File: src/rtl/alu_req_sched.sv
// alu_req_sched: round-robin scheduler sharing one ALU lane among NREQ requesters; ALU_SCHED_STATS_EN adds grant counters.
module alu_req_sched #(
    parameter int NREQ  = 4,
    parameter int WIDTH = 8,
    parameter int LAT   = 1
) (
    input  logic                  wb_clk_i,
    input  logic                  wb_rst_i,
    input  logic [NREQ-1:0]       req_valid,
    output logic [NREQ-1:0]       req_ready,
    input  logic [2*NREQ-1:0]     req_sel,
    input  logic [WIDTH*NREQ-1:0] req_a,
    input  logic [WIDTH*NREQ-1:0] req_b,
    output logic [WIDTH-1:0]      alu_a,
    output logic [WIDTH-1:0]      alu_b,
    output logic [1:0]            alu_sel,
    input  logic [WIDTH-1:0]      alu_out,
    input  logic                  alu_carry,
    output logic                  resp_valid,
    input  logic                  resp_ready,
    output logic [WIDTH-1:0]      resp_data,
    output logic                  resp_carry,
    output logic [1:0]            resp_id,
    output logic                  busy
`ifdef ALU_SCHED_STATS_EN
    ,
    input  logic [1:0]            stat_idx,
    output logic [15:0]           stat_cnt
`endif
);
    localparam int CW = LAT > 1 ? $clog2(LAT) : 1;

    typedef enum logic [1:0] {IDLE, WAIT, RESP} state_t;

    state_t        state, state_d;
    logic [1:0]    last_grant, grant, id_q, idx;
    logic          any;
    logic [CW-1:0] cnt;

    // Descending scan so the nearest valid index after last_grant wins.
    always_comb begin
        any = 1'b0;
        grant = '0;
        idx = '0;
        for (int k = NREQ; k >= 1; k--) begin
            idx = 2'((int'(last_grant) + k) % NREQ);
            if (req_valid[idx]) begin
                any = 1'b1;
                grant = idx;
            end
        end
    end

    always_comb begin
        state_d = state == IDLE ? (any ? WAIT : IDLE)
                : state == WAIT ? (cnt == '0 ? RESP : WAIT)
                : (resp_ready ? IDLE : RESP);
        req_ready = (state == IDLE && any) ? NREQ'(1) << grant : '0;
        busy = state != IDLE;
        resp_valid = state == RESP;
    end

    always_ff @(posedge wb_clk_i) begin
        if (wb_rst_i)
            state <= IDLE;
        else
            state <= state_d;
    end

    always_ff @(posedge wb_clk_i) begin
        if (wb_rst_i) begin
            last_grant <= 2'(NREQ - 1);
            cnt        <= '0;
            id_q       <= '0;
            alu_a      <= '0;
            alu_b      <= '0;
            alu_sel    <= '0;
            resp_data  <= '0;
            resp_carry <= 1'b0;
            resp_id    <= '0;
        end else begin
            if (state == IDLE && any) begin
                alu_a      <= req_a[grant*WIDTH +: WIDTH];
                alu_b      <= req_b[grant*WIDTH +: WIDTH];
                alu_sel    <= req_sel[grant*2 +: 2];
                last_grant <= grant;
                id_q       <= grant;
                cnt        <= CW'(LAT - 1);
            end
            if (state == WAIT && cnt != '0)
                cnt <= cnt - 1'b1;
            if (state == WAIT && cnt == '0) begin
                resp_data  <= alu_out;
                resp_carry <= alu_carry;
                resp_id    <= id_q;
            end
        end
    end

`ifdef ALU_SCHED_STATS_EN
    logic [15:0] gcnt [NREQ];

    always_ff @(posedge wb_clk_i) begin
        if (wb_rst_i) begin
            for (int i = 0; i < NREQ; i++)
                gcnt[i] <= '0;
        end else if (state == IDLE && any && gcnt[grant] != 16'hFFFF) begin
            gcnt[grant] <= gcnt[grant] + 16'd1;
        end
    end

    assign stat_cnt = (int'(stat_idx) < NREQ) ? gcnt[stat_idx] : '0;
`endif
endmodule
File: config.mk
export PLATFORM = sky130hd
export DESIGN_NAME = alu_req_sched
export DESIGN_NICKNAME = d
export VERILOG_FILES = /design/src/rtl/alu_req_sched.sv
export SDC_FILE = /design/constraint.sdc
export NUM_CORES = 1
export LEC_CHECK = 0
export BUFFER_PORTS_ARGS = -buffer_cell sky130_fd_sc_hd__buf_4
export CAP_MARGIN = 25
export CORE_MARGIN = 2
export CORE_UTILIZATION = 46
export DETAILED_ROUTE_END_ITERATION = 8
export PLACE_DENSITY_LB_ADDON = 0.25
export SYNTH_ARGS = -nofsm -noshare
export SYNTH_HDL_FRONTEND = slang
export SYNTH_SLANG_ARGS = --single-unit
export TNS_END_PERCENT = 50
File: constraint.sdc
create_clock -name wb_clk_i -period 4.37 [get_ports wb_clk_i]
set_clock_uncertainty 0.2 [all_clocks]
set_input_delay 0.437 -clock wb_clk_i [delete_from_list [all_inputs] [get_ports wb_clk_i]]
set_output_delay 0.437 -clock wb_clk_i [all_outputs]
set_load 0.01 [all_outputs]
== Yosys cells after proc, flatten, opt, wreduce, memory -nomap -nowiden ==
Cells that the tools add are included.
Cells by class
  bitwise gates (word level): 1
  reduce and logical (&&, ||, !) cells: 6
  $lt $le $gt $ge: 4
  eq/ne operators: 2
  shift-type cells: 4
  $add $sub $neg: 5
  multiplexer cells: 24
Operator list (number)
  $shiftx A32 B6 Y8: 2
  $mux W2: 8
  $lt A2 B3 Y1 const B: 4
  $mux W1: 11
  $bmux W1 S2: 4
  $shiftx A8 B4 Y2: 1
  $add A2 B1 Y2 const B: 2
  $add A2 B2 Y2 const B: 2
  $mux W4: 1
  $reduce_bool A2 Y1: 2
  $shl A1 B2 Y4 const A: 1
  $logic_and A1 B1 Y1: 3
  $eq A2 B1 Y1 const B: 1
  $eq A2 B2 Y1 const B: 1
  $logic_not A2 Y1: 1
  $not A1 Y1: 1
  $sub A1 B1 Y1 const B: 1
Storage, ports and cells
  input bits: 88
  flip-flop bits (word level): 36
  output and inout port bits: 35
  logic and storage cells: 56

== Logic depth before layout (Yosys ltp) ==
Gate-level depths: netlist of run 1.
  depth after elaboration: 10
  mapped depth: 8

== Worst setup path after synthesis of run 1 ==
No wires, ideal clock.
  path kind: in2out
  from: in req_valid[0]
  to: out req_ready[0]
  data required time: 3.733 ns
  setup slack: 2.134 ns
  arrival time: 1.599 ns
  stages: 5
  path through: and2b_4 > o21bai_1 > buf_2 > nand2_1 > nor2_1
On the way
  cells in the longest elaborated chain, start to end: 8
  elaborated cells between the ends (all ways): 19
  those cells by class: shift (1); mux (17); reduce/logical (1)
Ends and longest elaborated chain
  start: declaration: RTL line 9  | input logic [NREQ-1:0] req_valid,
  $bmux W1 S2: RTL line 47  | if (req_valid[idx]) begin
  $mux W1 (implied by the code): RTL line 47
  $mux W2 or $mux W1 (tied branches) (4 in a row): RTL line 47
  $shl A1 B2 Y4 or $logic_and A1 B1 Y1 (tied branches): RTL line 58  | req_ready = (state == IDLE && any) ? NREQ'(1) << grant : '0;
  $mux W4 (*): RTL line 58
  end: declaration: RTL line 10  | output logic [NREQ-1:0] req_ready,
Every way passes the cells marked *; elsewhere a longest branch is shown, timed or not. The select of a mux whose other input is x is not followed.

== Final worst setup path of run 1 ==
  from: reg last_grant[1]
  to: out req_ready[0]
On the way
  cells in the longest elaborated chain, start to end: 9
  elaborated cells between the ends (all ways): 23
  those cells by class: add/sub (4); shift (1); mux (17); reduce/logical (1)
Ends and longest elaborated chain
  start: declaration: RTL line 36  | logic [1:0] last_grant, grant, id_q, idx;
  start signal: assignment: RTL line 72  | last_grant <= 2'(NREQ - 1);
  start signal: assignment: RTL line 86  | last_grant <= grant;
  $add A2 B1 Y2: RTL line 46  | idx = 2'((int'(last_grant) + k) % NREQ);
  $bmux W1 S2: RTL line 47
  $mux W1 (implied by the code): RTL line 47
  $mux W2 or $mux W1 (tied branches) (4 in a row): RTL line 47
  $shl A1 B2 Y4 or $logic_and A1 B1 Y1 (tied branches): RTL line 58
  $mux W4 (*): RTL line 58
Marks and branches as above.

==> results.sh, run 1 <==
export IMPL_outcome="finished clean"
export IMPL_grt_use_total_pct=24.9
export IMPL_drtIter0Drc=131
export IMPL_relSlewSlack_pct=45.2
export IMPL_yosys_warnings=0
export IMPL_die_x_um=69.3
export IMPL_clk_latency_ns=0.29
export IMPL_hold_violations=0
export IMPL_cts_tree="yes"
export IMPL_path_clk_slew_ns=0.07
export IMPL_worstPathArrival_ns=2.40
export IMPL_path_class="reg2out"
export IMPL_synth_area_leaders="dfxtp_1 37%, a221o_1 8.7%, mux2_1 5.7%, mux2i_1 5.6%, nand3_1 4.6%"
export IMPL_netlist_area_um2=1960
export IMPL_post_cts_buffers=0
export IMPL_antenna_found_initial=0
export IMPL_post_synth_top_area_cell="dfxtp_1"
export IMPL_power_density_nw_per_um2=342
export IMPL_dieArea_um2=4810
export IMPL_timing_final_crit_share_pct=69.4
export IMPL_p_leak_nw=1.37
export IMPL_finalMaxSlewViolations=0
export IMPL_numCtsBuffers=5
export IMPL_h_tree_depth=2
export IMPL_gp_congestion=0.829
export IMPL_seq_area_frac_synth_pct=36.7
export IMPL_floorplan_rows=23
export IMPL_cts_root_buf="clkbuf_8"
export IMPL_die_h_um=69.3
export IMPL_final_layout_size_suffix_gt1_share_pct=48.9
export IMPL_diodes=0
export IMPL_max_freq_ghz=0.330
export IMPL_worst_pin_slew_ns=0.821
export IMPL_cts_sinks=36
export IMPL_fin_setup_tns_ns=0
export IMPL_port_buffers=122
export IMPL_grt_pass1_vias=2116
export IMPL_yosys_area_top_type_share_pct=36.7
export IMPL_vias=2099
export IMPL_initial_core_util_pct=48.4
export IMPL_firstDrtPassIters=4
export IMPL_ctsHoldBuffers=0
export IMPL_ant_nets=0
export IMPL_synthCells=210
export IMPL_postSynthAreaPerCell_um2=9.35
export IMPL_dp_hpwl_mm=4.46
export IMPL_wl_per_cell_um=15.5
export IMPL_placed_area_um2=2870
export IMPL_io_pins=123
export IMPL_routed_wl_mm=5.87
export IMPL_rsz0062_at_grt="false"
export IMPL_fin_nets=416
export IMPL_cts_resized_gates=0
export IMPL_remaining_drc_errors=0
export IMPL_synth_cell_types=40
export IMPL_area_growth_pct=51.6
export IMPL_final_util_pct=73.3
export IMPL_ctsLongestPathBuffers=2
export IMPL_vdd_ir_drop_worst_mv=0.237
export IMPL_min_period_ns=3.03
export IMPL_hold_class="in2reg"
export IMPL_worst_path_max_fanout=19
export IMPL_grt_first_pass_wirelength_mm=9.78
export IMPL_cp_start_kind="flip-flop"
export IMPL_final_area_um2=2980
export IMPL_grt_max_degree=21
export IMPL_end_kind="output port"
export IMPL_setup_viol=0
export IMPL_syn_nets=298
export IMPL_cp_required_ns=3.73
export IMPL_viasPerCell=5.54
export IMPL_max_cap_violations=0
export IMPL_gr_total_overflow=0
export IMPL_ys_ff_latch=36
export IMPL_core_um2=4060
## registers in the layout (all words and copies together) (netlist names)
name        flops
resp_id         2
alu_sel         2
last_grant      2
id_q            2
state           2
resp_data       8
cnt             1
resp_carry      1
alu_a           8
alu_b           8
## final timing paths
kind / from / to / slack (ns) / depth (start not counted)
setup reg to reg: last_grant[1]$_SDFFE_PP1P_ / alu_b[4]$_SDFFE_PP0P_ / 1.52 / 6
hold reg to reg: id_q[1]$_SDFFE_PP0P_ / id_q[1]$_SDFFE_PP0P_ / 0.26 / 2
hold / removal: alu_out[3] / resp_data[3]$_SDFFE_PP0P_ / 0.18 / 3
setup / recovery: last_grant[1]$_SDFFE_PP1P_ / req_ready[0] / 1.34 / 5
## cell usage after synthesis
cell type  count
dfxtp_1       36
nor2_1        23
nand3_1       18
o21ai_0       18
a221o_1       17
a21oi_1       13
mux2i_1       11
a21oi_2       10
mux2_1        10
mux2_2         7
buf_2          5
buf_6          4
clkbuf_1       4
nand2_1        4
inv_1          2
nand3b_1       2
nor2_2         2
o21bai_1       2
a211oi_1       1
a21boi_1       1
a21o_1         1
a221o_2        1
a2bb2oi_2      1
and2b_4        1
and3_1         1
buf_1          1
buf_4          1
mux2_4         1
mux2i_2        1
nand2b_1       1
nor2b_1        1
nor3_1         1
o21ai_1        1
o21ba_2        1
o2bb2ai_4      1
o31ai_1        1
or2_0          1
or2_4          1
or3_1          1
or4_1          1
## where the power goes
group	leakage (nW)	switching, W	internal (W)
Clock	0.0510	0.000121	0.000126
Sequential	0.296	0.0000321	0.000374
Combinational	1.03	0.000167	0.000198
Total	1.37	0.000320	0.000698
## through the flow
stage / std cells / total power [W] / setup WS [ns] / hold WS, ns
finish: 379 / 0.00102 / 1.34 / 0.183
global route: 379 / 0.00108 / 1.13 / 0.192
CTS: 378 / 0.00103 / 1.11 / 0.172
detailed placement: 370 / 0.000777 / 1.32 / 0.255
global placement: 369 / 0.000765 / 1.39 / 0.249
floorplan: 210 / 0.000619 / 2.13 / 0.236
## layout by cell type, fill, tap and decap left out, drive strengths merged
cell type | Yosys | routed
nand3 | 18 | 18
a21boi | 1 | 1
buf | 11 | 126
nor3 | 1 | 1
nand3b | 2 | 2
mux2 | 18 | 18
and3 | 1 | 1
nor2b | 1 | 1
nor2 | 25 | 25
clkbuf | 4 | 6
nand2b | 1 | 1
inv | 2 | 2
nand2 | 4 | 4
a21o | 1 | 1
a211oi | 1 | 1
o21ba | 1 | 1
or3 | 1 | 1
a221o | 18 | 18
o21ai | 19 | 19
or4 | 1 | 1
and2b | 1 | 1
o31ai | 1 | 1
dfxtp | 36 | 36
o21bai | 2 | 2
clkinv | 0 | 2
a21oi | 23 | 23
a2bb2oi | 1 | 1
or2 | 2 | 2
o2bb2ai | 1 | 1
mux2i | 12 | 12
## worst max-delay path: stages, from the launching register on
cell and delay, ns:
dfxtp_1 0.57, mux2i_2 0.36, a2bb2oi_2 0.66, nand2_1 0.21, nor2_1 0.17, buf_4 0.14
## metal layers
layer | track usage, % | share of wire [%]
met5 | 0 | 0
met4 | 10.9 | 2.7
met1 | 28.8 | 39
met2 | 42.5 | 50
met3 | 7.41 | 7.8
## layout make-up
type | count | area [um2]
Sequential cell | 36 | 721
Multi-Input combinational cell | 157 | 1140
Clock inverter | 2 | 10.0
Clock buffer | 6 | 82.6
Fill cell | 329 | 1080
Timing Repair Buffer | 126 | 953
Tap cell | 50 | 62.6
Inverter | 2 | 7.51
## kinds of logic after synthesis
logic type / after synthesis / synth area share [%]
flip-flops: 36 / 36.7
AND/OR/NAND/NOR: 58 / 14.3
AO/OA/AOI/OAI: 69 / 26.8
multiplexers: 30 / 16.8
buffers and inverters: 17 / 5.29
No activity file was read; power rests on OpenSTA's default activity.
==> run 2: changes to the inputs <==
--- a/config.mk
+++ b/config.mk
@@ -5,10 +5,11 @@
 export SDC_FILE = /design/constraint.sdc
 export NUM_CORES = 1
 export LEC_CHECK = 0
+export ABC_AREA = 1
 export BUFFER_PORTS_ARGS = -buffer_cell sky130_fd_sc_hd__buf_4
 export CAP_MARGIN = 25
 export CORE_MARGIN = 2
-export CORE_UTILIZATION = 46
+export CORE_UTILIZATION = 42
 export DETAILED_ROUTE_END_ITERATION = 8
 export PLACE_DENSITY_LB_ADDON = 0.25
 export SYNTH_ARGS = -nofsm -noshare
==> constraint.sdc (replaced) <==
create_clock -name wb_clk_i -period 2.65 [get_ports wb_clk_i]
set_clock_uncertainty 0.2 [all_clocks]
set_input_delay 0.265 -clock wb_clk_i [delete_from_list [all_inputs] [get_ports wb_clk_i]]
set_output_delay 0.265 -clock wb_clk_i [all_outputs]
set_load 0.01 [all_outputs]
==> results.sh, run 2 <==
export IMPL_ctsHoldBuffers=0
export IMPL_ys_flop_type="dfxtp_1"
export IMPL_dieArea_um2=6570
export IMPL_path_common_cell="nand2_1"
export IMPL_max_cap_violations=0
export IMPL_wl_met1_mm=3.02
export IMPL_cp_required_ns=2.18
export IMPL_drtIter0Drc=89
export IMPL_seq_area_frac_synth_pct=28.9
export IMPL_syn_nets=530
export IMPL_synthTopCellsByCount="105 x inv_1, 105 x nand3_1, 99 x nand2_1"
export IMPL_grt_first_pass_wirelength_mm=12.1
export IMPL_timing_final_crit_share_pct=90.7
export IMPL_outcome="finished clean"
export IMPL_post_cts_buffers=0
export IMPL_dp_hpwl_mm=5.36
export IMPL_final_util_pct=60.8
export IMPL_path_clk_slew_ns=0.07
export IMPL_gr_total_overflow=0
export IMPL_route_met3_wl_um=484
export IMPL_power_density_nw_per_um2=1160
export IMPL_cts_resized_gates=0
export IMPL_path_class="reg2out"
export IMPL_floorplan_rows=28
export IMPL_rsz0062_at_grt="false"
export IMPL_diodes=0
export IMPL_netlist_area_um2=2490
export IMPL_fin_cells=630
export IMPL_yosys_warnings=0
export IMPL_worst_pin_slew_ns=0.382
export IMPL_vias=2979
export IMPL_firstDrtPassIters=4
export IMPL_synth_edf_count=0
export IMPL_final_cell_mix="130 x buf_4, 105 x nand3_1, 104 x inv_1"
export IMPL_final_common_cell="buf_4"
export IMPL_initial_core_util_pct=42.9
export IMPL_yosys_area_top_type_share_pct=28.9
export IMPL_met2_length_mm=3.56
export IMPL_cpMaxStageDelayCell="dfxtp_2"
export IMPL_cts_sinks=36
export IMPL_fin_setup_tns_ns=0
export IMPL_crit_path_max_incr_delay_ns=0.36
export IMPL_io_pins=123
export IMPL_postSynthAreaPerCell_um2=5.64
export IMPL_hold_depth=3
export IMPL_reg_top3="alu_a x8, alu_b x8, resp_data x8"
export IMPL_worstPathArrival_ns=1.94
export IMPL_crit_family="simple AND/OR/NAND/NOR gates"
export IMPL_end_kind="output port"
export IMPL_ant_nets=0
export IMPL_synth_area_leaders="dfxtp_1 29%, nand3_1 21%, inv_1 16%, nand2_1 15%, nor2_1 6.3%"
export IMPL_finalMaxSlewViolations=0
export IMPL_cp_num_buf_inv=3
export IMPL_h_tree_depth=2
export IMPL_viasPerCell=4.73
export IMPL_synth_cell_types=20
export IMPL_crit_chain="inv_2, nand2_1, nand2_1, nand2_1, nand2_1, nand3_1, nand3_1, nand2_1, clkinvlp_4, nand2_1, nor2_1, buf_4"
export IMPL_grt_max_degree=37
export IMPL_hold_class="in2reg"
export IMPL_synthCells=442
export IMPL_place_inst=622
export IMPL_post_synth_top_area_cell="dfxtp_1"
export IMPL_max_freq_ghz=0.416
export IMPL_total_power_w=0.00411
export IMPL_worst_path_max_fanout=9
export IMPL_ctsLongestPathBuffers=2
export IMPL_highest_layer="met4"
export IMPL_hold_violations=0
export IMPL_antenna_found_initial=0
export IMPL_port_buffers=122
export IMPL_critical_path_depth=12
export IMPL_remaining_drc_errors=0
export IMPL_vdd_ir_drop_worst_mv=0.676
export IMPL_core_um2=5820
export IMPL_area_growth_pct=41.8
export IMPL_final_layout_size_suffix_gt1_share_pct=27.4
export IMPL_fin_nets=642
export IMPL_cts_tree="yes"
export IMPL_gp_congestion=0.826
export IMPL_nFillCells=635
export IMPL_clk_latency_ns=0.29
export IMPL_die_h_um=81.1
export IMPL_relSlewSlack_pct=74.4
export IMPL_wl_per_cell_um=11.3
export IMPL_ff2ff_path_depth=15
export IMPL_setup_viol=0
export IMPL_die_x_um=81.1
export IMPL_ys_ff_latch=36
export IMPL_cts_root_buf="clkbuf_8"
export IMPL_grt_use_total_pct=23.0
export IMPL_cp_start_kind="flip-flop"
export IMPL_routed_wl_mm=7.15
export IMPL_grt_pass1_vias=2741
export IMPL_min_period_ns=2.40
export IMPL_async_flop_share_pct=0
export IMPL_p_leak_nw=2.17
export IMPL_numCtsBuffers=5
## run 2: logic make-up (layout without fill, tap and decap cells)
kind of cell	count (synthesis)	after routing	synth area share (%)
compound gates	18	18	4.21
buf+inv	133	246	21.4
flops	36	36	28.9
simple gates	255	255	45.5
## run 2: path summary, 6_finish.rpt
path / start / slack, ns / to
setup / recovery: last_grant[0]$_SDFFE_PP1P_ / 0.25 / req_ready[3]
hold / removal: resp_ready / 0.04 / state[1]$_SDFF_PP0_
setup reg to reg: last_grant[0]$_SDFFE_PP1P_ / 0.40 / alu_b[6]$_SDFFE_PP0P_
hold reg to reg: resp_id[1]$_SDFFE_PP0P_ / 0.27 / resp_id[1]$_SDFFE_PP0P_
## run 2: stage by stage
stage / setup WS (ns) / cell area (um2) / hold slack [ns]
floorplan: 0.551 / 2490 / 0.230
global placement: 0.501 / 3440 / 0.249
detailed placement: 0.402 / 3440 / 0.254
CTS: 0.124 / 3530 / 0.0381
global route: 0.0384 / 3540 / 0.0567
finish: 0.247 / 3540 / 0.0387
## run 2: worst min-delay path, cell delays in order
cell	delay (ns)
buf_4	0.07
or2_2	0.09
a21oi_1	0.05
## run 2: layout make-up
cell class | instances | area (um2) | share of cell area (%)
Clock inverter | 3 | 18.8 | 0.531
Multi-Input combinational cell | 273 | 1250 | 35.3
Clock buffer | 5 | 68.8 | 1.95
Sequential cell | 36 | 722 | 20.4
Inverter | 108 | 409 | 11.6
Timing Repair Buffer | 130 | 976 | 27.6
Tap cell | 75 | 93.8 | 2.65
## run 2: where the power goes
group / switching (W) / total [W] / leakage, nW / internal (W)
combinational: 0.00177 / 0.00289 / 1.82 / 0.00112
sequential: 0.000103 / 0.000819 / 0.297 / 0.000716
clock: 0.000209 / 0.000393 / 0.0479 / 0.000183
total: 0.00208 / 0.00411 / 2.17 / 0.00202
## run 2: per-layer routing
layer | GRT usage [%] | up-vias
li1 | - | 1550
met1 | 28.0 | 1322
met2 | 40.0 | 98
met3 | 5.33 | 9
met4 | 7.12 | 0
met5 | 0 | -
==> run 3: changes to the inputs <==
--- a/config.mk
+++ b/config.mk
@@ -8,10 +8,13 @@
 export ABC_AREA = 1
 export BUFFER_PORTS_ARGS = -buffer_cell sky130_fd_sc_hd__buf_4
 export CAP_MARGIN = 25
+export CELL_PAD_IN_SITES_DETAIL_PLACEMENT = 1
+export CELL_PAD_IN_SITES_GLOBAL_PLACEMENT = 2
 export CORE_MARGIN = 2
-export CORE_UTILIZATION = 42
+export CORE_UTILIZATION = 23
 export DETAILED_ROUTE_END_ITERATION = 8
 export PLACE_DENSITY_LB_ADDON = 0.25
+export RECOVER_POWER = 100
 export SYNTH_ARGS = -nofsm -noshare
 export SYNTH_HDL_FRONTEND = slang
 export SYNTH_SLANG_ARGS = --single-unit
==> constraint.sdc (replaced) <==
create_clock -name wb_clk_i -period 3.1 [get_ports wb_clk_i]
set_clock_uncertainty 0.2 [all_clocks]
set_input_delay 0.31 -clock wb_clk_i [delete_from_list [all_inputs] [get_ports wb_clk_i]]
set_output_delay 0.31 -clock wb_clk_i [all_outputs]
set_load 0.01 [all_outputs]
==> results.sh, run 3 (synthesis gave the netlist of run 2 again) <==
export IMPL_final_area_um2=3500
export IMPL_critical_path_depth=13
export IMPL_nFillCells=1472
export IMPL_max_freq_ghz=0.367
export IMPL_rsz0062_at_grt="false"
export IMPL_final_util_pct=32.7
export IMPL_netSwitchingFraction_pct=52.8
export IMPL_p_clk_share_pct=12.1
export IMPL_wl_per_cell_um=13.0
export IMPL_setup_viol=0
export IMPL_cp_required_ns=2.59
export IMPL_crit_path_max_incr_delay_ns=0.44
export IMPL_ctsLongestPathBuffers=2
export IMPL_ant_nets=0
export IMPL_viasPerCell=4.38
export IMPL_cp_start_kind="flip-flop"
export IMPL_h_tree_depth=2
export IMPL_timing_final_crit_share_pct=88.0
export IMPL_antenna_found_initial=0
export IMPL_worst_pin_slew_ns=0.587
export IMPL_cts_root_buf="clkbuf_8"
export IMPL_initial_core_util_pct=23.3
export IMPL_cts_tree="yes"
export IMPL_io_pins=123
export IMPL_ff2ff_path_depth=9
export IMPL_pwr_share_comb_pct=68.3
export IMPL_seqPwrFrac_pct=19.6
export IMPL_gp_congestion=0.808
export IMPL_clk_latency_ns=0.29
export IMPL_area_growth_pct=40.2
export IMPL_grt_use_total_pct=16.0
export IMPL_worst_path_max_fanout=9
export IMPL_max_cap_violations=0
export IMPL_p_int_w=0.00168
export IMPL_p_leak_nw=2.04
export IMPL_numCtsBuffers=5
export IMPL_crit_chain="inv_1, nand2_1, nand2_1, nand2_1, nand2_1, nand2_1, nand2_1, nand2_4, nand2_1, inv_2, nand2_1, nor2_1, buf_4"
export IMPL_fin_setup_tns_ns=0
export IMPL_path_common_cell="nand2_1"
export IMPL_cts_resized_gates=0
export IMPL_power_density_nw_per_um2=1020
export IMPL_outcome="finished clean"
export IMPL_port_buffers=122
export IMPL_fin_nets=642
export IMPL_post_cts_buffers=0
export IMPL_hold_violations=0
export IMPL_path_clk_slew_ns=0.08
export IMPL_relSlewSlack_pct=60.8
export IMPL_grt_first_pass_wirelength_mm=15.0
export IMPL_firstDrtPassIters=4
export IMPL_drtIter0Drc=93
export IMPL_routed_wl_mm=9.06
export IMPL_cpMaxStageDelayCell="dfxtp_1"
export IMPL_grt_max_degree=37
export IMPL_final_common_cell="inv_1"
export IMPL_die_x_um=108
export IMPL_remaining_drc_errors=0
export IMPL_final_cell_mix="106 x inv_1, 105 x nand3_1, 102 x nand2_1"
export IMPL_worstPathArrival_ns=2.22
export IMPL_p_switching_w=0.00189
export IMPL_min_period_ns=2.73
export IMPL_grt_pass1_vias=3147
export IMPL_cts_sinks=36
export IMPL_hold_depth=3
export IMPL_cp_num_buf_inv=3
export IMPL_reg_top3="alu_a x8, alu_b x8, resp_data x8"
export IMPL_final_layout_size_suffix_gt1_share_pct=20.0
export IMPL_ctsHoldBuffers=0
export IMPL_die_h_um=108
export IMPL_path_class="reg2out"
export IMPL_diodes=0
export IMPL_gr_total_overflow=0
export IMPL_finalMaxSlewViolations=0
export IMPL_dieArea_um2=11700
export IMPL_vias=3043
export IMPL_core_um2=10700
export IMPL_hold_class="in2reg"
export IMPL_crit_family="simple AND/OR/NAND/NOR gates"
export IMPL_vdd_ir_drop_worst_mv=0.458
export IMPL_placed_area_um2=3530
export IMPL_dp_hpwl_mm=6.72
export IMPL_floorplan_rows=38
export IMPL_end_kind="output port"
==> run 3: changes by cell type in the layout (fill, tap and decap cells not counted), moves of 2 or more <==
cell / before / now
buf_4: 130 / 95
clkbuf_1: 0 / 35
inv_1: 104 / 106
nand2_1: 99 / 102
nand2_2: 3 / 0
==> run 3: per-layer routing <==
layer	vias up	routed length (um)	part of all wire [%]	GRT usage (%)
met5	-	0	0	0
met4	0	83	0.92	2.93
met3	7	493	5.4	3.50
met2	68	4370	48	27.9
met1	1415	4110	45	20.4
li1	1553	-	-	-
==> run 3: worst min-delay path, cell delays in order <==
cell,delay [ns]
buf_4,0.07
or2_2,0.09
a21oi_1,0.05
==> run 3: area by class of cell <==
| type | count | area [um2] | area share [%] |
|---|---|---|---|
| multi-input cells | 273 | 1240 | 35.5 |
| repair buffers | 130 | 845 | 24.1 |
| flip-flops and latches | 36 | 721 | 20.6 |
| inverters | 108 | 405 | 11.6 |
| well taps | 140 | 175 | 5.01 |
| clock buffers | 5 | 68.8 | 1.97 |
| clock inverters | 3 | 42.5 | 1.22 |
==> run 3: final timing paths <==
check	startpoint	to	slack (ns)
max	last_grant[0]$_SDFFE_PP1P_	req_ready[2]	0.37
min	resp_ready	state[1]$_SDFF_PP0_	0.08
max reg2reg	last_grant[0]$_SDFFE_PP1P_	id_q[1]$_SDFFE_PP0P_	0.53
min reg2reg	resp_data[4]$_SDFFE_PP0P_	resp_data[4]$_SDFFE_PP0P_	0.27
==> run 3: through the flow <==
| step | setup WS [ns] | hold WS (ns) | instances | total power (W) |
|---|---|---|---|---|
| 2_1_floorplan | 0.956 | 0.244 | 442 | 0.00255 |
| 3_3_place_gp | 0.869 | 0.249 | 687 | 0.00327 |
| 3_5_place_dp | 0.791 | 0.256 | 687 | 0.00333 |
| 4_1_cts | 0.535 | 0.0698 | 695 | 0.00378 |
| 5_1_grt | 0.153 | 0.0800 | 695 | 0.00402 |
| 6_report | 0.372 | 0.0761 | 695 | 0.00357 |
==> run 3: power by group through the flow <==
stage,combinational (W),sequential (W),clock [W]
global route,0.00283,0.000720,0.000466
detailed placement,0.00262,0.000715,0
global placement,0.00256,0.000713,0
floorplan,0.00181,0.000745,0
finish,0.00244,0.000702,0.000432
CTS,0.00263,0.000706,0.000449
